[config.mk]
export PLATFORM = sky130hd
export DESIGN_NAME = fifo_wr_arbiter_ctrl
export DESIGN_NICKNAME = d
export VERILOG_FILES = /design/src/rtl/fifo_wr_arbiter_ctrl.sv
export SDC_FILE = /design/constraint.sdc
export NUM_CORES = 1
export LEC_CHECK = 0
export BUFFER_PORTS_ARGS = -buffer_cell sky130_fd_sc_hd__clkbuf_2
export CAP_MARGIN = 20
export CORE_UTILIZATION = 37
export CTS_CLUSTER_DIAMETER = 100
export CTS_CLUSTER_SIZE = 30
export DETAILED_ROUTE_END_ITERATION = 8
export PLACE_DENSITY_LB_ADDON = 0.2
export SLEW_MARGIN = 15
export SYNTH_ARGS = -nofsm -noshare
export SYNTH_HDL_FRONTEND = slang
export SYNTH_SLANG_ARGS = --single-unit
[constraint.sdc]
create_clock -name wclk -period 1.85 [get_ports wclk]
set_input_delay 0.0925 -clock wclk [delete_from_list [all_inputs] [get_ports wclk]]
set_output_delay 0.0925 -clock wclk [all_outputs]
set_load 0.02 [all_outputs]
[src/rtl/fifo_wr_arbiter_ctrl.sv]
// fifo_wr_arbiter_ctrl: round-robin write arbiter and pointer/flag controller in front of fifomem
module fifo_wr_arbiter_ctrl #(
    parameter int data  = 14,
    parameter int addr  = 4,
    parameter int AFULL = (1 << addr) - 2
) (
    input  logic            wclk,
    input  logic            wrst,
    input  logic            req0,
    input  logic            req1,
    input  logic [data-1:0] wdata0,
    input  logic [data-1:0] wdata1,
    output logic            gnt0,
    output logic            gnt1,
    input  logic            rd_en,
    output logic [data-1:0] mem_wdata,
    output logic [addr-1:0] waddr,
    output logic [addr-1:0] raddr,
    output logic            wclken,
    output logic            wfull,
    output logic            rempty,
    output logic            afull,
    output logic [addr:0]   count,
    output logic            wdrop,
    output logic            rerr
);
    localparam logic [addr:0] afull_lvl = AFULL[addr:0];

    logic [addr:0] wptr;
    logic [addr:0] rptr;
    logic          last;
    logic          pop;

    assign waddr     = wptr[addr-1:0];
    assign raddr     = rptr[addr-1:0];
    assign wfull     = (wptr[addr] != rptr[addr]) && (wptr[addr-1:0] == rptr[addr-1:0]);
    assign rempty    = wptr == rptr;
    assign count     = wptr - rptr;
    assign afull     = count >= afull_lvl;
    assign wclken    = gnt0 | gnt1;
    assign mem_wdata = gnt1 ? wdata1 : wdata0;
    assign pop       = rd_en && !rempty;

    // grant the lone requester, or on contention the one not served last; nothing when full
    always_comb begin
        gnt0 = !wfull && req0 && (!req1 || last);
        gnt1 = !wfull && req1 && (!req0 || !last);
    end

    // advance pointers on push/pop, remember last winner, flag refused pushes and empty pops
    always_ff @(posedge wclk or posedge wrst) begin
        if (wrst) begin
            wptr  <= '0;
            rptr  <= '0;
            last  <= 1'b1;
            wdrop <= 1'b0;
            rerr  <= 1'b0;
        end else begin
            wptr  <= wptr + (addr+1)'(wclken);
            rptr  <= rptr + (addr+1)'(pop);
            last  <= gnt1 ? 1'b1 : gnt0 ? 1'b0 : last;
            wdrop <= wfull && (req0 || req1);
            rerr  <= rd_en && rempty;
        end
    end
endmodule

==> qor.csv <==
metric,value,unit
status,finished with violations,
failing checks,negative setup slack,
Sw Ratio,0.452,
# placed instances,196,
Mapped Avg Cell Area,11.0,sq um
Die Wd,53.7,um
Worst Path Max Fanout,8,
Die Height,53.7,um
first-pass GRT wire length,4000,um
via count of the routed design,961,
"commonest cells after routing, fill and taps aside","clkbuf_2, buf_4, mux2_4, buf_6, dfrtp_1",
cell breakdown of the critical path,"ha_4, nand4_1, or2_4, nand3_4, buf_12, mux2_4, buf_8",
Final period util,1.20,
core region area,2500,sq um
fmax,452,MHz
Clk network pwr share,0.044,
Setup crit end kind,output pin,
P per Cell Area,2110,nW/um^2
CP top delay family,simple AND/OR/NAND/NOR gates,
synthesized area,988,sq um
Reg2Reg Depth,10,
Num CTS Buffers,3,
fin area,1950,sq um
maximum vdd drop,0.00257,V
Net Sw Power,1.86,mW
final wirelength,2850,um
Post-DP Area,1500,sq um
starting density of the core,0.395,
"Area growth, synth to finish",97.6,%
Fin Clk Skew,0.00532,ns
yosys warns,0,
vias in the first global route,920,
Worst-Skew Late Latency,0.28,ns
ratio of cells with drive above 1 in the final layout,0.820,
Netlist cell types,25,
final hold violation count,0,
largest net degree at the start of global routing,14,
clock root cell,clkbuf_4,
post-DP HPWL,2030,um
worst setup margin,-0.362,ns
gr usage total,0.197,
Worst slew margin,0.664,
I/O Pins,68,
CTS Buffer Depth,2,
crit path DAT,2.12,ns
CP max-delay cell,dfrtp_2,
Final min period,2.21,ns
sequential area share after synthesis,0.330,
routability cong.,0.727,
Rows,18,
Port Buffers,67,
maximum capacitance violations,0,
TritonCTS Sinks,13,
post-synthesis compound-gate area fraction,0.0430,
Final nets,226,
largest family of logic cells by synthesized area,multiplexers,
grt total ovfl,0,
Layout Cells excl Fill,213,
critical path class,register to output pin,
DP Worst Slack,-0.136,ns
final setup fails,24,
via-per-instance ratio,4.51,
Synth Instances,90,
"flops & latches, synth",13,
Wirelength per Cell,13.4,um
Synth Net Count,132,
# DRC,0,
Post-Synth Adder-Cell Area,0.122,
Setup TNS,-6.80,ns
hold-critical path depth,2,
"commonest non-fill, non-tap cell in the layout",clkbuf_2,
Gate power share,0.821,
Critical path buffers and inverters,2,
XOR/XNOR Fraction of Synth Area,0.0886,
FF-to-FF End,wptr[2],
drt pass-1 iters,4,
Max Slew Vio Count,0,
part of the power in registers,0.135,
class of the worst hold path,primary input to register,
die footprint,2880,sq um
simple-gate share of the synthesized area,0.0975,
"CTS clk-pin slew, worst paths",0.08,ns
worst r2r src,wptr[1],
worst reg2reg setup slack,-0.27,ns
H-tree Lvls,1,
unrepaired setup endpoints after global routing,yes,
CTS tree,yes,
initial antenna violation count,0,
ANT cells,0,
post-synthesis mux area share,0.194,
Detail Route Antenna Nets,0,
Pleak,0.994,nW
DR iter-0 viols,6,
critical path launch point type,register,
worst slew pin tran,0.504,ns
internal power,2.26,mW
hold path start,rd_en,
WP data required,1.76,ns
Hold Crit Endpoint,rerr,
Crit path largest cell delay,0.43,ns
-- how the worst max path moves through the flow --
stage,startpoint,to,slack [ns],depth (start not counted)
floorplan,rptr[2],wptr[4],-0.17,11
global placement,wptr[3],mem_wdata[0],-0.08,6
detailed placement,rptr[3],mem_wdata[13],-0.14,7
CTS,wptr[1],mem_wdata[9],-0.34,7
global route,wptr[1],mem_wdata[9],-0.45,7
finish,wptr[1],mem_wdata[9],-0.36,7
-- synth_stat cells --
cell	instances	area [sq um]
a21o_1	1	7.51
a21oi_1	4	20.0
a31o_2	1	8.76
a31oi_1	1	6.26
and2_1	1	6.26
buf_4	8	60.1
buf_6	1	11.3
buf_8	1	15.0
dfrtp_1	12	300
dfstp_2	1	26.3
fa_1	1	20.0
ha_1	8	100
inv_1	10	37.5
mux2_2	5	56.3
mux2_4	9	135
nand2_1	3	11.3
nand3_1	4	20.0
nand3_4	1	17.5
nand3b_1	1	7.51
nand4_1	1	6.26
nor2_1	4	15.0
nor2b_1	1	6.26
or2_1	1	6.26
xnor2_1	6	52.6
xor2_1	4	35.0
-- registers in the layout, indices dropped and copies added (netlist names) --
signal and count:
rptr 5, wptr 5, last 1, rerr 1, wdrop 1
-- timing repair --
action / CTS / global route
gates resized for setup: 37 / 55
endpoints found under the hold margin: 13 / 0
setup endpoints to repair: 26 / 32
buffers inserted: 15 / 6
hold buffers: 2 / 0
pin swaps: 16 / 11
-- routing by layer --
layer / part of all wire / up-vias / global-route usage / routed length (um)
li1: - / 475 / - / -
met1: 0.40 / 454 / 0.237 / 1150
met2: 0.55 / 28 / 0.344 / 1580
met3: 0.031 / 4 / 0.0367 / 88
met4: 0.011 / 0 / 0.0702 / 32
met5: 0 / - / 0 / 0
-- cell type report --
class	count	area (sq um)
Fill cell	162	547
Sequential cell	13	329
Tap cell	30	37.5
Multi-Input combinational cell	57	763
Timing Repair Buffer	99	756
Clock buffer	4	26.3
Inverter	10	41.3
-- kinds of logic after synthesis --
kind of cell / after synthesis
mux: 14
buf+inv: 20
simple gates: 17
flops: 13
compound gates: 7
fa+ha+maj: 9
xor+xnor: 10
-- power groups by stage --
stage / sequential, mW / combinational [mW] / clock [mW]
finish: 0.557 / 3.38 / 0.180
CTS: 0.535 / 3.01 / 0.187
global placement: 0.535 / 2.48 / 0
global route: 0.574 / 3.65 / 0.202
floorplan: 0.597 / 1.71 / 0
detailed placement: 0.539 / 2.55 / 0
-- through the flow --
step / util / hold slack, ns / power, mW
2_1_floorplan: - / -0.0314 / 2.30
3_3_place_gp: 0.600 / 0.122 / 3.02
3_5_place_dp: 0.600 / 0.138 / 3.09
4_1_cts: 0.716 / 0.0355 / 3.74
5_1_grt: 0.781 / 0.0438 / 4.43
6_report: 0.781 / 0.0403 / 4.12
Note: power is estimated with default switching activity, not from simulation.
